<file path="src/rtl/led_scan_if.sv">
// Bundle between the 7-segment scanner and whatever drives or observes it.
// The driver side loads a value and decimal points; the scanner side returns
// the nibble for the segment decoder, the digit enables and the frame pulse.
interface led_scan_if #(
    parameter int DIGITS = 4
);
    logic [4*DIGITS-1:0] VALUE;
    logic [DIGITS-1:0]   DP_IN;
    logic                LOAD;
    logic                BLANK_ZERO;
    logic [3:0]          NIBBLE;
    logic [DIGITS-1:0]   DIG_N;
    logic                DP_N;
    logic                FRAME;

    modport master (
        output VALUE, DP_IN, LOAD, BLANK_ZERO,
        input  NIBBLE, DIG_N, DP_N, FRAME
    );

    modport slave (
        input  VALUE, DP_IN, LOAD, BLANK_ZERO,
        output NIBBLE, DIG_N, DP_N, FRAME
    );
endinterface

</file>
<file path="src/rtl/led_scan.sv">
// Time-multiplexed scanner for a common-anode 7-segment bank.
// Each digit gets PRESCALE cycles: BLANK cycles with every digit off, so the
// decoder settles without ghosting, then the digit is enabled. New values sit
// in a pending register and are only committed at the frame wrap, so a frame
// never mixes old and new digits. Every output is registered and loaded from
// the next-state decode, which keeps it aligned with the counters in the same
// clock period and free of combinational glitches.
module led_scan #(
    parameter int DIGITS   = 4,
    parameter int PRESCALE = 1000,
    parameter int BLANK    = 16
) (
    input  logic      CLK,
    input  logic      RST_N,
    led_scan_if.slave bus
);
    localparam int CW = (PRESCALE > 1) ? $clog2(PRESCALE) : 1;
    localparam int DW = (DIGITS > 1) ? $clog2(DIGITS) : 1;

    logic [CW-1:0]             cnt_q, cnt_d;
    logic [DW-1:0]             dig_q, dig_d;
    logic [DIGITS-1:0][3:0]    disp_v_q, disp_v_d, pend_v_q;
    logic [DIGITS-1:0]         disp_dp_q, disp_dp_d, pend_dp_q;
    logic                      pv_q, pv_d;
    logic                      cnt_wrap, frame_wrap, commit;

    logic [3:0]                nibble_q, nibble_d;
    logic [DIGITS-1:0]         dig_n_q, dig_n_d;
    logic                      dp_n_q, dp_n_d;
    logic                      frame_q;

    logic [DIGITS:0]           zf;     // zf[d]: digits d..DIGITS-1 blank (nibble 0, no dp)
    logic                      sup, show;

    // Slot/digit counters and the frame-boundary commit of the pending value.
    always_comb begin
        cnt_wrap   = (cnt_q == CW'(PRESCALE - 1));
        frame_wrap = cnt_wrap && (dig_q == DW'(DIGITS - 1));
        cnt_d      = cnt_wrap ? '0 : cnt_q + CW'(1);
        dig_d      = dig_q;
        if (cnt_wrap)
            dig_d = (dig_q == DW'(DIGITS - 1)) ? '0 : dig_q + DW'(1);
        commit     = frame_wrap && pv_q;
        disp_v_d   = disp_v_q;
        disp_dp_d  = disp_dp_q;
        if (commit) begin
            disp_v_d  = pend_v_q;
            disp_dp_d = pend_dp_q;
        end
        // A LOAD on the commit edge re-arms PV for the next frame.
        pv_d = bus.LOAD ? 1'b1 : (commit ? 1'b0 : pv_q);
    end

    // Leading-zero suppression, evaluated on the display contents that will
    // be in effect next period; BLANK_ZERO is taken live.
    always_comb begin
        zf[DIGITS] = 1'b1;
        for (int d = DIGITS - 1; d >= 0; d--)
            zf[d] = zf[d+1] && (disp_v_d[d] == 4'h0) && !disp_dp_d[d];
        sup = 1'b0;
        for (int d = 1; d < DIGITS; d++)
            if (dig_d == DW'(d))
                sup = bus.BLANK_ZERO && zf[d];
    end

    // Output decode from next state; nibble is presented through the blank phase.
    always_comb begin
        show     = (cnt_d >= CW'(BLANK));
        nibble_d = disp_v_d[dig_d];
        dig_n_d  = '1;
        dp_n_d   = 1'b1;
        if (show && !sup) begin
            dig_n_d[dig_d] = 1'b0;
            dp_n_d         = ~disp_dp_d[dig_d];
        end
    end

    // State and registered outputs; reset discards any pending load.
    always_ff @(posedge CLK or negedge RST_N) begin
        if (!RST_N) begin
            cnt_q     <= '0;
            dig_q     <= '0;
            disp_v_q  <= '0;
            disp_dp_q <= '0;
            pend_v_q  <= '0;
            pend_dp_q <= '0;
            pv_q      <= 1'b0;
            nibble_q  <= 4'h0;
            dig_n_q   <= '1;
            dp_n_q    <= 1'b1;
            frame_q   <= 1'b0;
        end else begin
            cnt_q     <= cnt_d;
            dig_q     <= dig_d;
            disp_v_q  <= disp_v_d;
            disp_dp_q <= disp_dp_d;
            pv_q      <= pv_d;
            if (bus.LOAD) begin
                pend_v_q  <= bus.VALUE;
                pend_dp_q <= bus.DP_IN;
            end
            nibble_q  <= nibble_d;
            dig_n_q   <= dig_n_d;
            dp_n_q    <= dp_n_d;
            frame_q   <= frame_wrap;
        end
    end

    assign bus.NIBBLE = nibble_q;
    assign bus.DIG_N  = dig_n_q;
    assign bus.DP_N   = dp_n_q;
    assign bus.FRAME  = frame_q;
endmodule

</file>
<file path="src/flat_wrapper.sv">
// flat-port wrapper written by rule: the top's interface ports become plain ports
module led_scan_flat 
#(
    parameter int DIGITS   = 4,
    parameter int PRESCALE = 1000,
    parameter int BLANK    = 16
)
  (CLK, RST_N, bus_VALUE, bus_DP_IN, bus_LOAD, bus_BLANK_ZERO, bus_NIBBLE, bus_DIG_N, bus_DP_N, bus_FRAME);
  led_scan_if #(.DIGITS(DIGITS)) bus_i ();
  input  logic CLK;
  input  logic RST_N;
  input wire logic [$bits(bus_i.VALUE)-1:0] bus_VALUE;
  input wire logic [$bits(bus_i.DP_IN)-1:0] bus_DP_IN;
  input wire logic [$bits(bus_i.LOAD)-1:0] bus_LOAD;
  input wire logic [$bits(bus_i.BLANK_ZERO)-1:0] bus_BLANK_ZERO;
  output wire logic [$bits(bus_i.NIBBLE)-1:0] bus_NIBBLE;
  output wire logic [$bits(bus_i.DIG_N)-1:0] bus_DIG_N;
  output wire logic [$bits(bus_i.DP_N)-1:0] bus_DP_N;
  output wire logic [$bits(bus_i.FRAME)-1:0] bus_FRAME;
  assign bus_i.VALUE = bus_VALUE;
  assign bus_i.DP_IN = bus_DP_IN;
  assign bus_i.LOAD = bus_LOAD;
  assign bus_i.BLANK_ZERO = bus_BLANK_ZERO;
  assign bus_NIBBLE = bus_i.NIBBLE;
  assign bus_DIG_N = bus_i.DIG_N;
  assign bus_DP_N = bus_i.DP_N;
  assign bus_FRAME = bus_i.FRAME;
  led_scan #(.DIGITS(DIGITS), .PRESCALE(PRESCALE), .BLANK(BLANK)) u_core (.CLK(CLK), .RST_N(RST_N), .bus(bus_i));
endmodule
</file>
<file path="config.mk">
export PLATFORM = sky130hd
export DESIGN_NAME = led_scan_flat
export DESIGN_NICKNAME = d
export VERILOG_FILES = /design/src/rtl/led_scan_if.sv /design/src/rtl/led_scan.sv /design/src/flat_wrapper.sv
export SDC_FILE = /design/constraint.sdc
export NUM_CORES = 1
export LEC_CHECK = 0
export BUFFER_PORTS_ARGS = -buffer_cell sky130_fd_sc_hd__buf_2
export CAP_MARGIN = 20
export CORE_ASPECT_RATIO = 0.8
export CORE_UTILIZATION = 60
export DETAILED_ROUTE_END_ITERATION = 6
export PLACE_DENSITY_LB_ADDON = 0.1
export SLEW_MARGIN = 40
export SYNTH_ARGS = -nofsm -noshare
export SYNTH_HDL_FRONTEND = slang
export SYNTH_SLANG_ARGS = --single-unit
</file>
<file path="constraint.sdc">
create_clock -name CLK -period 5.4 [get_ports CLK]
set_input_delay 0.27 -clock CLK [delete_from_list [all_inputs] [get_ports CLK]]
set_output_delay 0.27 -clock CLK [all_outputs]
set_load 0.01 [all_outputs]
</file>
Word level (Yosys, flattened, before mapping)

Cells that the tools add are included.

Flip-flop bits (word level): 63
Output and inout port bits: 10

Add/sub/neg operators: 2
$lt $le $gt $ge: 3
Equality and inequality tests: 5
Muxes and demuxes: 18
Bitwise operators: 2
Reductions and logical operators: 20

Operators by type and width:

| kind                    | number |
|---|---|
| $mux W16                | 1 |
| $logic_and A1 B1 Y1     | 12 |
| $logic_not A4 Y1        | 3 |
| $mux W4                 | 3 |
| $add A10 B1 Y10 const B | 1 |
| $eq A10 B10 Y1 const B  | 1 |
| $ge A10 B5 Y1 const B   | 1 |
| $mux W10                | 1 |
| $bmux W4 S2             | 1 |
| $mux W1                 | 8 |
| $eq A2 B2 Y1 const B    | 3 |
| $logic_not A1 Y1        | 4 |
| $mux W2                 | 2 |
| $not A4 Y4              | 1 |
| $lt A2 B3 Y1 const B    | 1 |
| $add A2 B1 Y2 const B   | 1 |
| $bmux W1 S2             | 1 |
| $demux W1 S2            | 1 |
| $eq A2 B1 Y1 const B    | 1 |
| $ge A2 B1 Y1 const B    | 1 |
| $reduce_bool A2 Y1      | 1 |
| $not A1 Y1              | 1 |

Depth between registers and ports, before layout

Gate-level depths: netlist (run 1).

Depth after elaboration: 17
Mapped depth: 10

Worst setup path after synthesis (run 1)

OpenSTA, ideal clock, no wires.

Kind: register to register
Start: register u_core.cnt_q[0]
End: register u_core.dp_n_q (netlist: u_core.bus.DP_N)
Arrival time: 2.284 ns
Path slack: 3.044 ns
Cell stages (with the launch flop): 9
Buffers on the path: 1
Clock period less this slack: 2.356 ns
Path through: dfrtp_1 -> ha_1 -> nand2_1 -> or3_1 -> buf_6 -> mux2i_4 -> mux4_1 -> and2_1 -> o21ai_1

Word-level cells in the longest chain between the ends: 17
Elaborated cells between the ends (all ways): 35

RTL lines:

| item                                                                     | RTL line        | source |
|---|---|---|
| from (decl)                                                              | led_scan.sv:20  | `logic [CW-1:0] cnt_q, cnt_d;` |
| from (signal assigned)                                                   | led_scan.sv:93  | `cnt_q <= cnt_d;` |
| parallel branches: the longest is 16 deep, another holds $add A10 B1 Y10 | -               |  |
| $mux W1 *                                                                | led_scan.sv:72  | `if (show && !sup) begin` |
| named net u_core.dp_n_d                                                  | led_scan.sv:29  | `logic dp_n_q, dp_n_d;` |
| to (signal assigned)                                                     | led_scan.sv:104 | `dp_n_q <= dp_n_d;` |
| to (decl)                                                                | led_scan.sv:29  |  |

Mark *: on every way through the listed nets, which the timed path passes. The select of a mux whose other input is x is not followed.
A chain may end at the register's enable or synchronous reset.

Final worst setup path (run 1)

Same ends and word-level chain as after synthesis.

==> results of run 1 <==
final timing paths:
path / startpoint / end / slack [ps] / cells after the start
hold reg to reg: u_core.pv_q / u_core.pv_q / 480 / 1
min in group CLK: bus_DP_IN[1] / u_core.pend_dp_q[1] / 160 / 2
setup reg to reg: u_core.cnt_q[0] / u_core.bus.DP_N / 2510 / 7
setup / recovery: u_core.cnt_q[0] / u_core.bus.DP_N / 2510 / 7
hold / removal: RST_N / u_core.disp_v_q[2] / -10 / 2
max in group asynchronous: RST_N / u_core.pend_dp_q[1] / 5030 / 2
routing by layer:
layer,vias to the layer above,global-route usage
met5,-,0
met1,892,0.355
li1,862,-
met3,11,0.106
met2,64,0.346
met4,0,0.0995
state kept, by name, summed over array words and instances (netlist names):
| signal | count |
|---|---|
| u_core.cnt_q | 10 |
| u_core.disp_dp_q | 4 |
| u_core.bus.DP_N | 1 |
| u_core.dig_q | 2 |
| u_core.pv_q | 1 |
| u_core.pend_v_q | 16 |
| u_core.bus.DIG_N | 4 |
| u_core.disp_v_q | 16 |
| u_core.bus.FRAME | 1 |
| u_core.pend_dp_q | 4 |
| u_core.bus.NIBBLE | 4 |
area by class of cell:
cell class / instances / area share
flip-flops and latches: 63 / 0.487
well taps: 57 / 0.0219
inverters: 5 / 0.00731
repair buffers: 35 / 0.0565
clock buffers: 13 / 0.0488
multi-input cells: 140 / 0.359
clock inverters: 3 / 0.0200
cells by family after synthesis:
kind of cell,count (synthesis),synth area share
muxes,53,0.220
DFF,63,0.560
xor gates and xnor gates,6,0.0186
and+or+nand+nor,58,0.115
AOI/OAI and AO/OA,21,0.0491
buffers and inverters,14,0.0292
adders and majority gates,2,0.00885
worst max-delay path: stages, from the launching register on:
cell,delay [ps]
dfrtp_1,400
ha_1,290
nand2_1,190
or3_1,530
mux2i_4,510
mux4_1,610
and2_1,170
o21ai_1,120
synth_stat cells, types with 3 or more instances:
library cell and count:
dfrtp_1 58, mux2_2 47, nor2_1 10, nand2_1 9, nand3_1 9, dfstp_2 5, nor4_1 5, a21oi_1 4
inv_1 4, o21ai_0 4, or4_1 4, xnor2_1 4, and3_1 3, clkbuf_1 3, nor3_1 3
stage by stage:
stage	worst slack, ps	util	hold slack, ps	std cells	cell area, um^2
global route	2320	0.750	30.8	316	3250
global placement	2630	0.698	471	300	3030
finish	2510	0.750	-11.6	316	3250
detailed placement	2560	0.698	467	300	3030
floorplan	3040	-	-25.6	217	2830
CTS	2530	0.749	96.9	316	3250
power groups by stage:
stage | logic, mW | clock network, mW | registers [mW]
global placement | 0.0382 | 0 | 0.507
finish | 0.0390 | 0.454 | 0.499
detailed placement | 0.0400 | 0 | 0.508
global route | 0.0447 | 0.487 | 0.502
floorplan | 0.0199 | 0 | 0.503
CTS | 0.0401 | 0.467 | 0.499
==> summary.txt, run 1 <==
Outcome
  – Result of the run: complete, but fails checks
  – Violations in the final reports: hold timing

Clock tree
  – Clock-pin slew reported for the worst setup and hold paths after clock tree synthesis: 70 ps
  – Max clock buf depth: 2
  – # clock sinks: 63
  – Hold-fix buffers at CTS: 0
  – Post-CTS Resized: 0
  – Post-CTS setup-driven buffer insertion count: 0
  – Total number of H-tree levels: 3
  – Clock root buffer: clkbuf_8
  – Worst-Skew Late Latency: 350 ps
  – Cts bufs inserted: 9
  – CTS tree: yes

Final layout
  – Most common library cell in the layout ignoring fill and taps: dfrtp_1
  – Number of filler instances in the final layout: 293
  – Fraction of layout instances using a drive strength above 1: 0.425
  – Antenna diodes: 0
  – Fin nets: 280
  – Sequential Area: 1580 um^2
  – Combined area of the multi-input logic cells: 1170 um^2
  – Commonest cells after routing, fill and taps aside: dfrtp_1, mux2_2, buf_2
  – Layout area overhead: 15.1%

Hold path
  – Worst min-delay path class: input pin to async pin

Placement
  – HPWL Detailed: 3480 um
  – IO buf count: 33
  – RD Place Congestion: roughly 0.85

Logic synthesis
  – Number of warning messages in the yosys log: 0
  – Net count after synthesis: 243
  – Average instance area after synthesis: 13.0 um^2
  – Count of unique library cells instantiated by Yosys: 48
  – Fraction of post-synthesis cell area in the top cell type by area: 0.514
  – Post-synthesis sequential element count: 63
  – Netlist area before placement: 2830 um^2
  – Biggest area consumer among synthesized cells: dfrtp_1
  – Main flop type after synthesis: dfrtp_1
  – EDFF count, synth: 0
  – Number of instances in the synthesized netlist: around 220
  – Asr flop ratio synth: 1.00
  – Share of synthesized area occupied by flip-flops and latches: 0.560
  – Top cells by area, synth: dfrtp_1, mux2_2, dfstp_2

Die
  – Chip width: 78.7 um
  – Die footprint: 4990 um^2
  – Starting Density: 0.652
  – Die boundary height: 63.4 um
  – Number of rows created at floorplan: 21
  – Core region area: about 4300 um^2
  – Number of placed I/O pins: 34

Power and ir drop
  – Worst ir drop on vdd: 0.237 mV
  – Power share of the sequential group: 0.503
  – Portion of total power attributed to combinational logic: 0.039
  – P_sw: 0.199 mW
  – Pwr/cell area: between 300 and 400 nW/um^2
  – Standby leakage power: 1.55 nW
  – Power after layout: 0.992 mW
  – Cell internal pwr: 0.793 mW
  – Relative contribution of the clock network to total power: 0.457
  – Switching power as a share of total power: 0.200

Worst setup path
  – Startpoint kind of the worst setup timing path: flip-flop
  – Max FO, Critical Path: 13
  – Kind of critical path: flip-flop to flip-flop
  – Critical path capture point type: flip-flop
  – Arrival time at the worst endpoint: roughly 3200 ps
  – Data required time of the critical path: 5670 ps

STA
  – Max-slew violation count: 0
  – Largest clock skew in the final design: 9.57 ps
  – Number of hold violations in the final report: 20
  – Final worst-path cycle share: 0.535
  – Max Freq: 346 MHz
  – Post-Route Setup TNS: 0 ps
  – Number of setup violations in the final report: 0
  – Slew at the pin closest to its max-slew limit: 647 ps
  – Setup repair after global routing missed its margin: false
  – Worst slack on hold paths: -11.6 ps
  – Shortest clock period the worst path allows after layout: 2890 ps
  – Worst slew margin: 0.566

Route
  – Vias after detailed routing: 1,829
  – Detail-routed net length per standard cell: 16.2 um
  – Routed length on met3: 367 um
  – Highest metal layer with signal wires: met4
  – DRC marker count from the first detailed-route iteration: 100
  – Antenna-violating nets left: 0
  – Post-detailed-route DRC marker count: 0
  – Final wirelength: ~5100 um
  – Detail-routed via count per cell: slightly below 6
  – Post-route met1 wirelength: 2540 um
  – Routed length on met2: 2140 um
  – Detailed Routing Iterations Pass 1: 4

Global routing
  – Initial antenna violation count: 0
  – Total gr overflow: 0
  – Global-route wire length before repair: 8980 um
  – Vias in the first global route: around 1.8k
  – Total track usage: 0.253
  – Largest net degree at the start of global routing: 64

Flow run
  – Max-capacitance violation count: 0
No activity file was read; power rests on OpenSTA's default activity.
==> run 2: changes to the inputs <==
Settings changed: CORE_UTILIZATION 60 to 52.
Clock period 5.4 ns to 2.5 ns, I/O delays scaled along.
==> run 2 against run 1 <==
The flow finishes with violations (DRC). Sequential share of layout area decreased by 1.9 points. Final cell count increased by 5.7%. Via count increased by 0.11%. Clock power increased by 100%. Count of clock-buffer cells in the layout unchanged. Sequential power increased by 120%. Largest power group unchanged. Highest routed layer unchanged.
==> summary.txt, run 2 (synthesis results as in run 1) <==
Die
  – Number of rows created at floorplan: 23
  – Starting Density: 0.552
  – Die footprint: about 5700 um^2
  – Chip width: 84.4 um
  – Number of placed I/O pins: 34
  – Core region area: 5120 um^2
  – Die boundary height: 67.9 um

Hold path
  – Worst min-delay path class: input pin to flip-flop

Route
  – Detailed Routing Iterations Pass 1: 6
  – Final wirelength: approximately 5400 um
  – Vias after detailed routing: 1,831
  – Detail-routed via count per cell: 5.48
  – Detail-routed net length per standard cell: 16.1 um
  – Post-detailed-route DRC marker count: 6
  – DRC marker count from the first detailed-route iteration: 74
  – Antenna-violating nets left: 0

Worst setup path
  – Most frequent cell on the critical path: mux2_2
  – Biggest cell delay along the critical path: about 450 ps
  – Number of buffers and inverters on the critical path: 1
  – CP top delay family: multiplexers
  – Kind of critical path: flip-flop to flip-flop
  – Cell type of the slowest stage on the worst timing path: or3_1
  – Critical path capture point type: flip-flop
  – Startpoint kind of the worst setup timing path: flip-flop
  – Data required time of the critical path: approximately 2700 ps
  – Worst-path cell chain: ha_1 -> nand2_1 -> or3_1 -> mux2i_4 -> buf_4 -> mux2_2 -> mux2_2
  – Max FO, Critical Path: 11
  – Arrival time at the worst endpoint: 2590 ps

Flow run
  – Max-capacitance violation count: 0

Placement
  – RD Place Congestion: 0.806
  – HPWL Detailed: 3860 um
  – IO buf count: 33

Final layout
  – Sequential Area: 1580 um^2
  – Most common library cell in the layout ignoring fill and taps: dfrtp_1
  – Combined area of the multi-input logic cells: about 1200 um^2
  – Number of filler instances in the final layout: 400
  – Layout area overhead: 19.7%
  – Fraction of layout instances using a drive strength above 1: 0.441
  – Largest registers ranked by flip-flop count: u_core.disp_v_q (16), u_core.pend_v_q (16), u_core.cnt_q (10)
  – Commonest cells after routing, fill and taps aside: dfrtp_1, mux2_2, buf_2
  – Antenna diodes: 0
  – Fin nets: between 200 and 300

STA
  – Final worst-path cycle share: 0.948
  – Largest clock skew in the final design: 5.39 ps
  – Worst slack on hold paths: 17.6 ps
  – Shortest clock period the worst path allows after layout: 2370 ps
  – Max Freq: 422 MHz
  – Max-slew violation count: 0
  – Post-Route Setup TNS: 0 ps
  – Worst slew margin: 0.537
  – Number of setup violations in the final report: 0
  – Setup repair after global routing missed its margin: false
  – Number of hold violations in the final report: 0
  – Slew at the pin closest to its max-slew limit: ~690 ps

Power and ir drop
  – Pwr/cell area: 615 nW/um^2
  – Standby leakage power: approximately 1.6 nW
  – Worst ir drop on vdd: between 0.4 and 0.5 mV

Clock tree
  – Post-CTS setup-driven buffer insertion count: 0
  – # clock sinks: 63
  – Max clock buf depth: 2
  – Worst-Skew Late Latency: 330 ps
  – Cts bufs inserted: 9
  – Clock root buffer: clkbuf_8
  – Total number of H-tree levels: 3
  – CTS tree: yes
  – Clock-pin slew reported for the worst setup and hold paths after clock tree synthesis: 70 ps

Global routing
  – Global-route wire length before repair: 9290 um
  – Largest net degree at the start of global routing: 34
  – Total track usage: 0.221
  – Initial antenna violation count: 0
  – Total gr overflow: 0
  – Vias in the first global route: ~1.8k

Outcome
  – Violations in the final reports: DRC
  – Result of the run: complete, but fails checks
## run 2: changes by cell type in the layout (fill, tap and decap cells not counted), sizes merged
cell and change:
clkinv +1, buf +9, bufinv -1, dlygate4sd3 +4
## run 2: worst reg2reg max path: cells and delay by family (launching register included)
family                   cells  cell delay (ps)
multiplexers                 3              820
buffers and inverters        1              220
adder cells (fa/ha/maj)      1              200
flip-flops                   1              410
AND/OR/NAND/NOR              2              600
## run 2: area by class of cell
cell class              instances  share of cell area
multi-input cells             140               0.348
flip-flops and latches         63               0.468
inverters                       5             0.00703
well taps                      62              0.0229
repair buffers                 48              0.0925
clock inverters                 3              0.0118
clock buffers                  13              0.0499
## run 2: path summary, 6_finish.rpt
| check | startpoint | to | slack, ps | cells past startpoint |
|---|---|---|---|---|
| worst min-delay path | bus_VALUE[15] | u_core.pend_v_q[15] | 20 | 2 |
| worst min register to register | u_core.pv_q | u_core.pv_q | 500 | 1 |
| worst max-delay path | u_core.cnt_q[0] | u_core.bus.NIBBLE[1] | 130 | 7 |
| min in group asynchronous | RST_N | u_core.pend_v_q[9] | 370 | 2 |
| worst max register to register | u_core.cnt_q[0] | u_core.bus.NIBBLE[1] | 130 | 7 |
| max in group asynchronous | RST_N | u_core.bus.DIG_N[1] | 1450 | 3 |
## run 2: layer usage
metal,vias to the layer above,global-route usage,share of wire
met5,-,0,0
met3,4,0.0663,0.041
met4,0,0.0847,0.0082
li1,894,-,-
met1,898,0.311,0.53
met2,35,0.325,0.42
## run 2: report_power, final
part	switching (mW)	internal [mW]	total [mW]
clock network	0.372	0.539	0.911
registers	0.0269	1.05	1.08
logic	0.0403	0.0510	0.0914
## run 2: per-stage QoR
step | total power [mW] | instances | utilization | instance area [um^2] | worst slack, ps
floorplan | 1.13 | 217 | - | 2830 | 144
global placement | 1.18 | 314 | 0.610 | 3120 | 143
detailed placement | 1.19 | 314 | 0.610 | 3120 | 117
CTS | 2.11 | 333 | 0.657 | 3360 | 89.2
global route | 2.16 | 334 | 0.660 | 3380 | 13.2
finish | 2.08 | 334 | 0.660 | 3380 | 130
## run 2: what timing repair did
item | in CTS | in global routing
gates resized for setup | 0 | 1
endpoints found under the setup margin | 0 | 2
hold buffers | 3 | 1
hold endpoints to repair | 32 | 1
==> run 3: changes to the inputs <==
Clock period 2.5 ns to 2.1 ns, I/O delays scaled along.
==> run 3 against run 2 <==
The flow finishes with violations (DRC, setup timing). Worst hold slack improved by 33 ps. Combinational power up 50%. Fmax up 9.8%. Via count is 12% higher. Final cell count up 14%. First-iteration DRC count grew 72%.
==> summary.txt, run 3 (synthesis results as in run 1) <==
Final layout
  – Largest registers ranked by flip-flop count: u_core.disp_v_q (16), u_core.pend_v_q (16), u_core.cnt_q (10)
  – Commonest cells after routing, fill and taps aside: dfrtp_1, buf_4, buf_2
  – Post-route standard cell area excluding fillers: just under 4000 um^2
  – Fin nets: 339
  – Fraction of layout instances using a drive strength above 1: 0.497
  – Layout area overhead: 37.4%
  – Number of filler instances in the final layout: 352
  – Count of non-filler cells in the finished layout: 380
  – Antenna diodes: 0
  – Most common library cell in the layout ignoring fill and taps: dfrtp_1

Die
  – Chip width: 84.4 um
  – Core region area: 5120 um^2
  – Die footprint: 5740 um^2
  – Die boundary height: between 60 and 70 um
  – Starting Density: 0.552
  – Number of rows created at floorplan: 23
  – Number of placed I/O pins: 34

Global routing
  – Met3 layer usage reported by global route: 0.0700
  – Met1 Use GR: 0.318
  – Met2 usage in global routing: 0.403
  – Total gr overflow: 0
  – Vias in the first global route: 2,068
  – Global-route wire length before repair: 10,100 um
  – Global routing's busiest layer: met2
  – Largest net degree at the start of global routing: 64
  – Total track usage: 0.243
  – Initial antenna violation count: 0

Clock tree
  – Worst-Skew Late Latency: 340 ps
  – Cts bufs inserted: 9
  – Clock-pin slew reported for the worst setup and hold paths after clock tree synthesis: ~70 ps
  – # clock sinks: 63
  – Total number of H-tree levels: 3
  – CTS tree: yes
  – Clock root buffer: clkbuf_8
  – Max clock buf depth: 2

Worst setup path
  – Startpoint kind of the worst setup timing path: flip-flop
  – Arrival time at the worst endpoint: roughly 2400 ps
  – Data required time of the critical path: roughly 2300 ps
  – Register-to-register setup slack: -60 ps
  – Critical R2R Capture: u_core.bus.NIBBLE[1]
  – Kind of critical path: flip-flop to flip-flop
  – Critical path capture point type: flip-flop
  – Critical register-to-register path startpoint: u_core.cnt_q[0]
  – Depth of the worst register-to-register path: 7
  – Max FO, Critical Path: 7

Route
  – Detail-routed net length per standard cell: 16.2 um
  – Detailed Routing Iterations Pass 1: 6
  – Detail-routed via count per cell: 5.42
  – DRC marker count from the first detailed-route iteration: 127
  – Final wirelength: a little over 6000 um
  – Vias after detailed routing: 2,058
  – Antenna-violating nets left: 0
  – Post-detailed-route DRC marker count: 10

STA
  – Max Freq: 463 MHz
  – Setup slack of the critical path after layout: -58.9 ps
  – Worst slew margin: 0.664
  – Largest clock skew in the final design: 9.30 ps
  – Max-slew violation count: 0
  – Slew at the pin closest to its max-slew limit: 504 ps
  – Final worst-path cycle share: 1.03
  – Shortest clock period the worst path allows after layout: 2160 ps
  – Number of hold violations in the final report: 0
  – Post-Route Setup TNS: -205 ps
  – Worst slack on hold paths: 50.6 ps
  – Setup repair after global routing missed its margin: true
  – Number of setup violations in the final report: 5

Power and ir drop
  – Worst ir drop on vdd: 0.455 mV
  – Standby leakage power: 1.87 nW
  – Pwr/cell area: 604 nW/um^2

Outcome
  – Result of the run: complete, but fails checks
  – Violations in the final reports: DRC, setup timing

Placement
  – HPWL Detailed: slightly below 4000 um
  – RD Place Congestion: between 0.8 and 0.9
  – Cell total after placement: 335
  – DP Area: roughly 3300 um^2
  – IO buf count: 33

Flow run
  – Max-capacitance violation count: 0

Hold path
  – Worst min-delay path class: input pin to flip-flop
  – Launch point of the worst hold path: bus_BLANK_ZERO
  – Endpoint with the worst hold slack: u_core.bus.DIG_N[3]
  – Hold-critical path depth: 3
[run 3: cell types whose count changed in the layout (fill, tap and decap cells not counted), sizes merged]
cell / delta
bufinv: -1
buf: +29
dlygate4sd3: +17
clkbuf: +2
clkinv: -1
[run 3: layer usage]
| metal | part of all wire | wire [um] |
|---|---|---|
| met5 | 0 | 0 |
| met4 | 0.011 | 68 |
| met3 | 0.038 | 235 |
| met2 | 0.46 | 2820 |
| met1 | 0.49 | 3050 |
[run 3: worst max path at each step]
stage                          startpoint                    to  slack, ps  depth (start not counted)
after CTS                 u_core.cnt_q[3]  u_core.bus.NIBBLE[3]       -110                          6
after detailed placement  u_core.cnt_q[3]  u_core.bus.NIBBLE[1]       -120                          6
after global placement    u_core.cnt_q[3]  u_core.bus.NIBBLE[1]        -70                          6
after floorplan           u_core.cnt_q[0]  u_core.bus.NIBBLE[1]       -130                          8
after global routing      u_core.cnt_q[0]  u_core.bus.NIBBLE[1]       -130                          7
final                     u_core.cnt_q[0]  u_core.bus.NIBBLE[1]        -60                          7
[run 3: metrics by stage]
| step | utilization | power, mW | setup WS, ps |
|---|---|---|---|
| floorplan | - | 1.34 | -131 |
| global placement | 0.645 | 1.41 | -66.6 |
| detailed placement | 0.645 | 1.41 | -122 |
| CTS | 0.744 | 2.37 | -109 |
| global route | 0.758 | 2.44 | -135 |
| finish | 0.758 | 2.35 | -58.9 |
[run 3: repair_timing]
item                                    4_1_cts  5_1_grt
endpoints found under the setup margin        5        7
hold endpoints to repair                     77        1
hold buffers                                 20        1
buffers inserted                              5        2
resized for setup                            21       12
cloned                                        1        0
pin swaps                                     2        8
[run 3: critical path: stages (launching register included)]
cell     delay, ps
dfrtp_1        390
ha_4           160
nand2_4         60
nor4_4         360
buf_6          220
mux2_4         330
mux2_4         270
mux2_4         270
[run 3: area by class of cell]
class | instances | area [um^2] | area share
Clock inverter | 1 | 5.00 | 0.00129
Multi-Input combinational cell | 140 | 1330 | 0.341
Clock buffer | 15 | 166 | 0.0428
Sequential cell | 63 | 1580 | 0.408
Timing Repair Buffer | 94 | 703 | 0.181
Inverter | 5 | 23.8 | 0.00612
Tap cell | 62 | 77.6 | 0.0200
[run 3: power breakdown]
part	internal, mW	switching [mW]	leakage (nW)
registers	1.25	0.0336	0.798
clock network	0.493	0.429	0.0877
logic	0.0828	0.0544	0.986
total	1.83	0.517	1.87
